`config.mk`:
```
export PLATFORM = sky130hd
export DESIGN_NAME = uart_top
export DESIGN_NICKNAME = d
export VERILOG_FILES = /design/src/rtl/uart_top.sv
export SDC_FILE = /design/constraint.sdc
export NUM_CORES = 1
export LEC_CHECK = 0
export ABC_CLOCK_PERIOD_IN_PS = 4700
export CAP_MARGIN = 20
export CORE_UTILIZATION = 60
export CTS_CLUSTER_SIZE = 24
export DETAILED_ROUTE_END_ITERATION = 10
export PLACE_DENSITY = 0.8
export SLEW_MARGIN = 20
export SYNTH_ARGS = -nofsm -noshare
export SYNTH_HDL_FRONTEND = slang
export SYNTH_SLANG_ARGS = --single-unit
```
`constraint.sdc`:
```
create_clock -name clk_i -period 4.7 [get_ports clk_i]
set_input_delay 0.47 -clock clk_i [delete_from_list [all_inputs] [get_ports clk_i]]
set_output_delay 0.47 -clock clk_i [all_outputs]
set_load 0.1 [all_outputs]
```
`src/rtl/uart_top.sv`:
```
// ---------------------------------------------------------------------------
// uart_top
//
// Memory-mapped 8N1 UART with an 8-bit register interface.
//
// Software first writes a byte to the TX data register. It then sets SEND
// (control bit 0), and the transmitter shifts the byte out on tx. Frames
// received on rx are captured in the RX data register and flagged through
// RX_VALID (control bit 1).
//
// Ports
//   clk_i            system clock
//   reset_i          asynchronous, active-high reset
//   data_in[7:0]     bus write data
//   reg_sel_i        0 = control register, 1 = data register
//   wr_i             level-sensitive write strobe (writes every edge while high)
//   rx               serial input, idle high, asynchronous to clk_i
//   data_out[7:0]    combinational read: RX data (reg_sel_i=1) or control
//   tx               serial output, idle high
//   instruccion_test current control register value (debug)
//   ins_uart[3:0]    current TX FSM state code (debug)
// ---------------------------------------------------------------------------
module uart_top #(
    parameter int CLKS_PER_BIT = 434
) (
    input  logic       clk_i,
    input  logic       reset_i,
    input  logic [7:0] data_in,
    input  logic       reg_sel_i,
    input  logic       wr_i,
    input  logic       rx,
    output logic [7:0] data_out,
    output logic       tx,
    output logic [7:0] instruccion_test,
    output logic [3:0] ins_uart
);

    localparam int CNT_W = (CLKS_PER_BIT > 1) ? $clog2(CLKS_PER_BIT) : 1;
    localparam logic [CNT_W-1:0] BIT_LAST  = CNT_W'(CLKS_PER_BIT - 1);
    localparam logic [CNT_W-1:0] HALF_LAST = CNT_W'(CLKS_PER_BIT / 2 - 1);

    typedef enum logic [3:0] {
        TX_IDLE  = 4'd0,
        TX_START = 4'd1,
        TX_DATA  = 4'd2,
        TX_STOP  = 4'd3,
        TX_DONE  = 4'd4
    } tx_state_t;

    typedef enum logic [2:0] {
        RX_IDLE  = 3'd0,
        RX_START = 3'd1,
        RX_DATA  = 3'd2,
        RX_STOP  = 3'd3,
        RX_WAIT  = 3'd4
    } rx_state_t;

    // ------------------------------------------------------------------
    // Register file
    // ------------------------------------------------------------------
    logic       send_reg, send_next;
    logic       rx_valid_reg, rx_valid_next;
    logic [7:0] tx_data_reg, tx_data_next;
    logic [7:0] rx_data_reg, rx_data_next;

    logic       ctrl_wr;
    logic       data_wr;
    logic       rx_load;

    tx_state_t  tx_state_reg, tx_state_next;

    assign ctrl_wr = wr_i & ~reg_sel_i;
    assign data_wr = wr_i & reg_sel_i;

    always_comb begin
        send_next     = send_reg;
        rx_valid_next = rx_valid_reg;
        tx_data_next  = tx_data_reg;
        // DONE clears SEND, but a software write in the same cycle wins.
        if (tx_state_reg == TX_DONE) begin
            send_next = 1'b0;
        end
        if (ctrl_wr) begin
            send_next     = data_in[0];
            rx_valid_next = data_in[1];
        end
        // A hardware receive beats a software clear of RX_VALID.
        if (rx_load) begin
            rx_valid_next = 1'b1;
        end
        if (data_wr) begin
            tx_data_next = data_in;
        end
    end

    always_ff @(posedge clk_i or posedge reset_i) begin
        if (reset_i) begin
            send_reg     <= 1'b0;
            rx_valid_reg <= 1'b0;
            tx_data_reg  <= 8'h00;
            rx_data_reg  <= 8'h00;
        end else begin
            send_reg     <= send_next;
            rx_valid_reg <= rx_valid_next;
            tx_data_reg  <= tx_data_next;
            rx_data_reg  <= rx_data_next;
        end
    end

    assign instruccion_test = {6'b000000, rx_valid_reg, send_reg};
    assign ins_uart         = tx_state_reg;
    assign data_out         = reg_sel_i ? rx_data_reg : instruccion_test;

    // ------------------------------------------------------------------
    // Transmitter
    // ------------------------------------------------------------------
    logic [CNT_W-1:0] tx_cnt_reg, tx_cnt_next;
    logic [2:0]       tx_bit_reg, tx_bit_next;
    logic [7:0]       tx_shift_reg, tx_shift_next;
    logic             tx_reg, tx_next;

    always_comb begin
        tx_state_next = tx_state_reg;
        tx_cnt_next   = tx_cnt_reg;
        tx_bit_next   = tx_bit_reg;
        tx_shift_next = tx_shift_reg;
        case (tx_state_reg)
            TX_IDLE: begin
                // The byte is copied here, so bus writes during a frame
                // cannot disturb the bits already in flight.
                if (send_reg) begin
                    tx_shift_next = tx_data_reg;
                    tx_cnt_next   = '0;
                    tx_state_next = TX_START;
                end
            end
            TX_START: begin
                if (tx_cnt_reg == BIT_LAST) begin
                    tx_cnt_next   = '0;
                    tx_bit_next   = 3'd0;
                    tx_state_next = TX_DATA;
                end else begin
                    tx_cnt_next = tx_cnt_reg + 1'b1;
                end
            end
            TX_DATA: begin
                if (tx_cnt_reg == BIT_LAST) begin
                    tx_cnt_next   = '0;
                    tx_shift_next = {1'b0, tx_shift_reg[7:1]};
                    if (tx_bit_reg == 3'd7) begin
                        tx_state_next = TX_STOP;
                    end else begin
                        tx_bit_next = tx_bit_reg + 1'b1;
                    end
                end else begin
                    tx_cnt_next = tx_cnt_reg + 1'b1;
                end
            end
            TX_STOP: begin
                if (tx_cnt_reg == BIT_LAST) begin
                    tx_cnt_next   = '0;
                    tx_state_next = TX_DONE;
                end else begin
                    tx_cnt_next = tx_cnt_reg + 1'b1;
                end
            end
            TX_DONE: begin
                tx_state_next = TX_IDLE;
            end
            default: begin
                tx_state_next = TX_IDLE;
            end
        endcase

        // tx is registered from the next state, so the line changes on the
        // same edge that the state changes and is glitch-free.
        case (tx_state_next)
            TX_START: tx_next = 1'b0;
            TX_DATA:  tx_next = tx_shift_next[0];
            default:  tx_next = 1'b1;
        endcase
    end

    always_ff @(posedge clk_i or posedge reset_i) begin
        if (reset_i) begin
            tx_state_reg <= TX_IDLE;
            tx_cnt_reg   <= '0;
            tx_bit_reg   <= 3'd0;
            tx_shift_reg <= 8'h00;
            tx_reg       <= 1'b1;
        end else begin
            tx_state_reg <= tx_state_next;
            tx_cnt_reg   <= tx_cnt_next;
            tx_bit_reg   <= tx_bit_next;
            tx_shift_reg <= tx_shift_next;
            tx_reg       <= tx_next;
        end
    end

    assign tx = tx_reg;

    // ------------------------------------------------------------------
    // Receiver
    // ------------------------------------------------------------------
    logic             rx_meta_reg, rx_sync_reg, rx_prev_reg;
    rx_state_t        rx_state_reg, rx_state_next;
    logic [CNT_W-1:0] rx_cnt_reg, rx_cnt_next;
    logic [2:0]       rx_bit_reg, rx_bit_next;
    logic [7:0]       rx_shift_reg, rx_shift_next;

    always_comb begin
        rx_state_next = rx_state_reg;
        rx_cnt_next   = rx_cnt_reg;
        rx_bit_next   = rx_bit_reg;
        rx_shift_next = rx_shift_reg;
        rx_data_next  = rx_data_reg;
        rx_load       = 1'b0;
        case (rx_state_reg)
            RX_IDLE: begin
                if (rx_prev_reg && !rx_sync_reg) begin
                    rx_cnt_next   = '0;
                    rx_state_next = RX_START;
                end
            end
            RX_START: begin
                // Confirm the start bit half a bit in. This re-centres the
                // timer so that all later samples land at mid-bit.
                if (rx_cnt_reg == HALF_LAST) begin
                    rx_cnt_next = '0;
                    if (!rx_sync_reg) begin
                        rx_bit_next   = 3'd0;
                        rx_state_next = RX_DATA;
                    end else begin
                        rx_state_next = RX_IDLE;
                    end
                end else begin
                    rx_cnt_next = rx_cnt_reg + 1'b1;
                end
            end
            RX_DATA: begin
                if (rx_cnt_reg == BIT_LAST) begin
                    rx_cnt_next   = '0;
                    rx_shift_next = {rx_sync_reg, rx_shift_reg[7:1]};
                    if (rx_bit_reg == 3'd7) begin
                        rx_state_next = RX_STOP;
                    end else begin
                        rx_bit_next = rx_bit_reg + 1'b1;
                    end
                end else begin
                    rx_cnt_next = rx_cnt_reg + 1'b1;
                end
            end
            RX_STOP: begin
                if (rx_cnt_reg == BIT_LAST) begin
                    rx_cnt_next = '0;
                    if (rx_sync_reg) begin
                        rx_data_next  = rx_shift_reg;
                        rx_load       = 1'b1;
                        rx_state_next = RX_IDLE;
                    end else begin
                        // Framing error: drop the byte and wait for the line
                        // to go idle, so a held-low line cannot retrigger.
                        rx_state_next = RX_WAIT;
                    end
                end else begin
                    rx_cnt_next = rx_cnt_reg + 1'b1;
                end
            end
            RX_WAIT: begin
                if (rx_sync_reg) begin
                    rx_state_next = RX_IDLE;
                end
            end
            default: begin
                rx_state_next = RX_IDLE;
            end
        endcase
    end

    always_ff @(posedge clk_i or posedge reset_i) begin
        if (reset_i) begin
            rx_meta_reg  <= 1'b1;
            rx_sync_reg  <= 1'b1;
            rx_prev_reg  <= 1'b1;
            rx_state_reg <= RX_IDLE;
            rx_cnt_reg   <= '0;
            rx_bit_reg   <= 3'd0;
            rx_shift_reg <= 8'h00;
        end else begin
            rx_meta_reg  <= rx;
            rx_sync_reg  <= rx_meta_reg;
            rx_prev_reg  <= rx_sync_reg;
            rx_state_reg <= rx_state_next;
            rx_cnt_reg   <= rx_cnt_next;
            rx_bit_reg   <= rx_bit_next;
            rx_shift_reg <= rx_shift_next;
        end
    end

endmodule

```
# Word-level counts from Yosys, hierarchy flattened
# Cells that the tools add are included.
# totals
reg_bits,69
latch_bits,0
ram_bits,0
rom_bits,0
input_bits,13
out_inout_bits,21
wordCells,115
memories,0
# op_classes
addsub,4
n_mul,0
div_mod_pow,0
magnitude_cmp,0
eq_ne,27
shift,0
muxes,43
bitwise,3
reduce_logical,21
# op_table
cell,n
9-bit two-way mux,5
3-bit two-way mux,14
9-bit one-hot mux with 3 select lines,1
8-bit two-way mux,3
"2-bit != test, second input constant",12
4-bit two-way mux,5
"9-bit by 1-bit adder with 9-bit output, second input constant",2
"9-bit == test, second input constant",2
9-bit one-hot mux with 2 select lines,1
4-bit one-hot mux with 4 select lines,1
8-bit one-hot mux with 2 select lines,1
3-bit one-hot mux with 5 select lines,1
"4-bit by 2-bit == test with 1-bit output, second input constant",3
3-bit one-hot mux with 2 select lines,2
2-bit nonzero test,6
"3-bit == test, second input constant",3
"9-bit by 8-bit == test with 1-bit output, second input constant",1
"4-bit by 1-bit == test with 1-bit output, second input constant",2
1-bit two-way mux,7
"3-bit by 1-bit adder with 3-bit output, second input constant",2
"3-bit by 2-bit == test with 1-bit output, second input constant",2
2-bit AND reduction,3
3-bit AND reduction,2
6-bit AND reduction,1
15 further kinds,16

# Depth between registers and ports, before layout
# logic_depth
ltp_word,6
ltp_mapped,8
mapped_depth_nobuf,7

# Worst setup path before layout
# OpenSTA, ideal clock, no wires.
# synth_path
path_kind,reg2reg
start,register tx_state_reg[0] (netlist: ins_uart[0])
end,register tx_shift_reg[1]
t_arrival_ns,2.061
required_ns,4.576
path_slack_ns,2.515
path_stages_with_launch,7
path_buffers,1
period_less_slack_ns,2.185
cell_sequence,dfrtp_1 buf_2 or4b_4 nor3_4 nor2_2 nand2_1 nand2_1
# synth_via
elab_chain_len,3
elab_cells_between_ends,7
# synth_rtl
element,line_no,source
from (decl),70,"tx_state_t tx_state_reg, tx_state_next;"
from (signal assigned),192,tx_state_reg <= tx_state_next;
4-bit by 2-bit == test with 1-bit output / 4-bit zero test (equally long branches),127,case (tx_state_reg)
2-bit != test (no source line) / 2-bit nonzero test (equally long branches),-,
3-bit AND reduction (no source line),-,
to (signal assigned),195,tx_shift_reg <= tx_shift_next;
to (decl),119,"logic [7:0] tx_shift_reg, tx_shift_next;"
# Several ways; a longest one is shown, not always the timed one.
# A chain may end at the register's enable or synchronous reset.

# Worst setup path in the final report
# layout_path
start,input port reg_sel_i
end,output port data_out[1]
# layout_via
elab_chain_len,1
# layout_rtl
element,line_no,source
from (decl),29,"input logic reg_sel_i,"
8-bit two-way mux,112,assign data_out = reg_sel_i ? rx_data_reg : instruccion_test;
to (decl),32,"output logic [7:0] data_out,"
# Every way passes these cells.

==> metrics.md <==
| Metric | Value |
|---|---|
| Status | `completed` |
| Post-synthesis register bit count | `69` |
| Reg2reg start | `tx_cnt_reg[1]$_DFFE_PP0P_` |
| CTS Sinks | `69` |
| Worst hold endpoint | `rx_sync_reg$_DFF_PP1_` |
| Top FF cell, synth | `dfrtp_1` |
| Hold_sp | `rx_meta_reg$_DFF_PP1_` |
| First-pass GRT wire length | `10200 um` |
| Maximum clock frequency | `343 MHz` |
| Maximum fanout along the worst path | `10` |
| Pleak | `between 0.0015 and 0.002 uW` |
| RSZ-0062 raised after global routing | `false` |
| Warnings from Yosys | `0` |
| Die ar. | `6010 sq um` |
| Clock H-tree levels | `3` |
| Fin. Hold Viols | `0` |
| Inserted Diodes | `0` |
| Adder-cell share of the synthesized area | `0.0329` |
| Worst hold slack | `between 0.3 and 0.4 ns` |
| Sequential fraction of the synthesis area | `0.506` |
| Worst reg-to-reg path cell count | `7` |
| CTS tree | `done` |
| Largest family of logic cells by synthesized area | `simple AND/OR/NAND/NOR gates` |
| Core ar. | `5510 sq um` |
| Die span in x | `77.5 um` |
| MaxCap Viol Count | `0` |
| Psw | `597 uW` |
| Post-CTS Hold Buffers | `0` |
| Crit start category | `input port` |
| CTS Buf Count | `9` |
| Gr usage total | `0.221` |
| Post-CTS Resized | `0` |
| Share of layout cells above drive strength 1 | `0.175` |
| R2R Setup Slk | `2.53 ns` |
| Sequential cell area | `1730 sq um` |
| CP max stage cell | `clkdlybuf4s50_1` |
| IO buf count | `27` |
| Finished Layout Cells | `414` |
| DRT iter0 DRCs | `154` |
| Slew HR | `0.342` |
| Drt wl/cell | `14.7 um` |
| Max-slew violations | `0` |
| Yosys top cell area share | `0.475` |
| Clock Pin Slew Worst Setup and Hold Paths | `0.07 ns` |
| Post-route antenna net violation count | `0` |
| Vias per cell | `5.71` |
| DP HPWL | `4190 um` |
| Filler instances | `399` |
| Worst-margin pin slew | `0.984 ns` |
| Vias post-DR | `approximately 2400` |
| Max VDD drop | `about 0.44 mV` |
| Post-synth top cells | `dfrtp_1 (65), nand2_1 (33), mux2_2 (27)` |
| Cell accounting for the most synthesized area | `dfrtp_1` |
| Initial antenna violation count | `0` |
| Post-Place Cells | `between 300 and 400` |
| Layout Skew | `0.00722 ns` |
| Fraction of registers with async set/reset | `1.00` |
| DRC violations left | `0` |
| WP buf/inv | `2` |
| Synth unique cells | `56` |
| Mux cell area share after synthesis | `0.113` |
| Synth Area in Compound Gates | `0.123` |
| Power Density | `459 nW/um^2` |
| Area grow syn2layout | `15.1%` |
| Clk_lat worst skew | `0.35 ns` |
| Post-Syn Area per Cell | `roughly 11 sq um` |
| CP most frequent cell | `clkdlybuf4s50_1` |
| DP Worst Slack | `1.77 ns` |
| Period utilization | `0.620` |
| Final setup vio count | `0` |
| Top-count cell post-synth | `dfrtp_1` |
| Clock group share of total power | `0.320` |
| Worst Path Arrival | `2.45 ns` |
| Synth Cell Area | `3420 sq um` |
| Initial Util | `0.621` |
| Die Ht | `approximately 78 um` |
| Tmin final | `2.92 ns` |
| Setup Buffers After CTS | `0` |
| Area share of and/or/nand/nor cells after synthesis | `0.175` |
| Largest net degree at the start of global routing | `55` |
| Worst reg2reg endpoint | `tx_cnt_reg[6]$_DFFE_PP0P_` |
| Pint | `1210 uW` |
| Combinational share of power | `0.254` |
| Net Sw Frac | `0.331` |
| Root buf cell | `clkbuf_8` |
| Area occupied by multi-input gates | `~1600 sq um` |
| Number of synthesized flops with an enable pin | `0` |
| Ports | `34` |
| WHS Path Cells | `0` |
| Sequential share of power | `0.427` |
| Worst Path Class, Setup | `input port to output port` |
| Crit end category | `output port` |
| Cell Rows | `27` |
| Grt ovf | `0` |
| Cell count after synthesis | `about 300` |
| Vias in the first global route | `2275` |
| Drt total wl | `6080 um` |
| Top cells by area, synth | `dfrtp_1 (48%), mux2_2 (8.9%), nand2_1 (3.6%)` |
| CP required | `4.23 ns` |
| Critical Path Max Stage Delay | `0.97 ns` |
| CP delay by family, top | `buffers and inverters` |
| Maximum clock path buffer count | `2` |
| Pre-Repair DR Iteration Count | `5` |
| HP Class | `flop to flop` |
| Final worst slack | `1.78 ns` |
| Nets | `360` |
| Routability cong. | `between 0.8 and 0.9` |
| Setup TNS | `0 ns` |
| Post-Synth XOR/XNOR Area | `0.00512` |
| Crit path cell chain | `clkdlybuf4s50_1 -> mux2_2 -> clkdlybuf4s50_1` |
stage by stage:
stage               total power (uW)  area [sq um]   util
floorplan                       1170          3440      -
global placement                1220          3700  0.672
detailed placement              1240          3700  0.672
CTS                             1810          3940  0.715
global route                    1900          3940  0.715
finish                          1810          3940  0.715
logic make-up after synthesis:
| family | after synthesis |
|---|---|
| AO/OA/AOI/OAI | 60 |
| XOR/XNOR | 2 |
| adder cells (fa/ha/maj) | 9 |
| buffers and inverters | 26 |
| flip-flops | 69 |
| multiplexers | 35 |
| other | 1 |
| AND/OR/NAND/NOR | 106 |
power by group through the flow:
| stage | clock network, uW | logic, uW | registers [uW] |
|---|---|---|---|
| floorplan | 0 | 399 | 766 |
| global placement | 0 | 443 | 773 |
| detailed placement | 0 | 460 | 779 |
| CTS | 583 | 463 | 769 |
| global route | 605 | 511 | 783 |
| finish | 577 | 458 | 771 |
how the worst max path moves through the flow:
stage,start,endpoint,slack [ns],cells past startpoint
detailed placement,reg_sel_i,data_out[1],1.77,3
CTS,reg_sel_i,data_out[1],1.77,3
floorplan,reset_i,ins_uart[0]$_DFF_PP0_,2.50,1
global route,reg_sel_i,data_out[1],1.75,3
global placement,reg_sel_i,data_out[0],1.83,3
finish,reg_sel_i,data_out[1],1.78,3
layout make-up:
cell class	instances	share of cell area
clock buffer	9	0.0314
clock inverter	6	0.0286
inverter	11	0.0105
multi-input combinational	219	0.396
sequential	69	0.440
tap	72	0.0229
timing repair buffer	28	0.0705
worst register-to-register path: cells and delay by family, from the launching register on:
family / cells / cell delay [ns]
adder cells (fa/ha/maj): 1 / 0.14
AND/OR/NAND/NOR: 2 / 0.32
AO/OA/AOI/OAI: 3 / 1.09
buffers and inverters: 1 / 0.07
flip-flops: 1 / 0.42
layer usage:
layer	vias to the layer above	part of all wire	GRT usage
met5	-	0	0
met4	0	0.021	0.126
met3	10	0.031	0.0365
met2	44	0.49	0.358
met1	1162	0.45	0.280
li1	1146	-	-
layout by cell type (no fill, tap or decap), types with 2 or more instances in the layout:
cell,n
a21o_1,2
a21oi_1,8
a22o_1,3
a22oi_1,6
a31oi_1,6
and2_1,6
and3_1,3
and4_1,2
bufinv_16,3
clkbuf_8,9
clkdlybuf4s50_1,27
clkinv_4,2
conb_1,7
dfrtp_1,65
dfstp_2,4
ha_1,9
inv_1,10
mux2_1,3
mux2_2,27
mux2i_1,5
nand2_1,33
nand2b_1,10
nand3_1,12
nand4b_1,2
nor2_1,18
nor2b_1,4
nor3_1,2
o211ai_1,2
o21ai_0,19
o31ai_1,2
or3_1,2
xor2_1,2
Power figures use the tool's default switching activity.
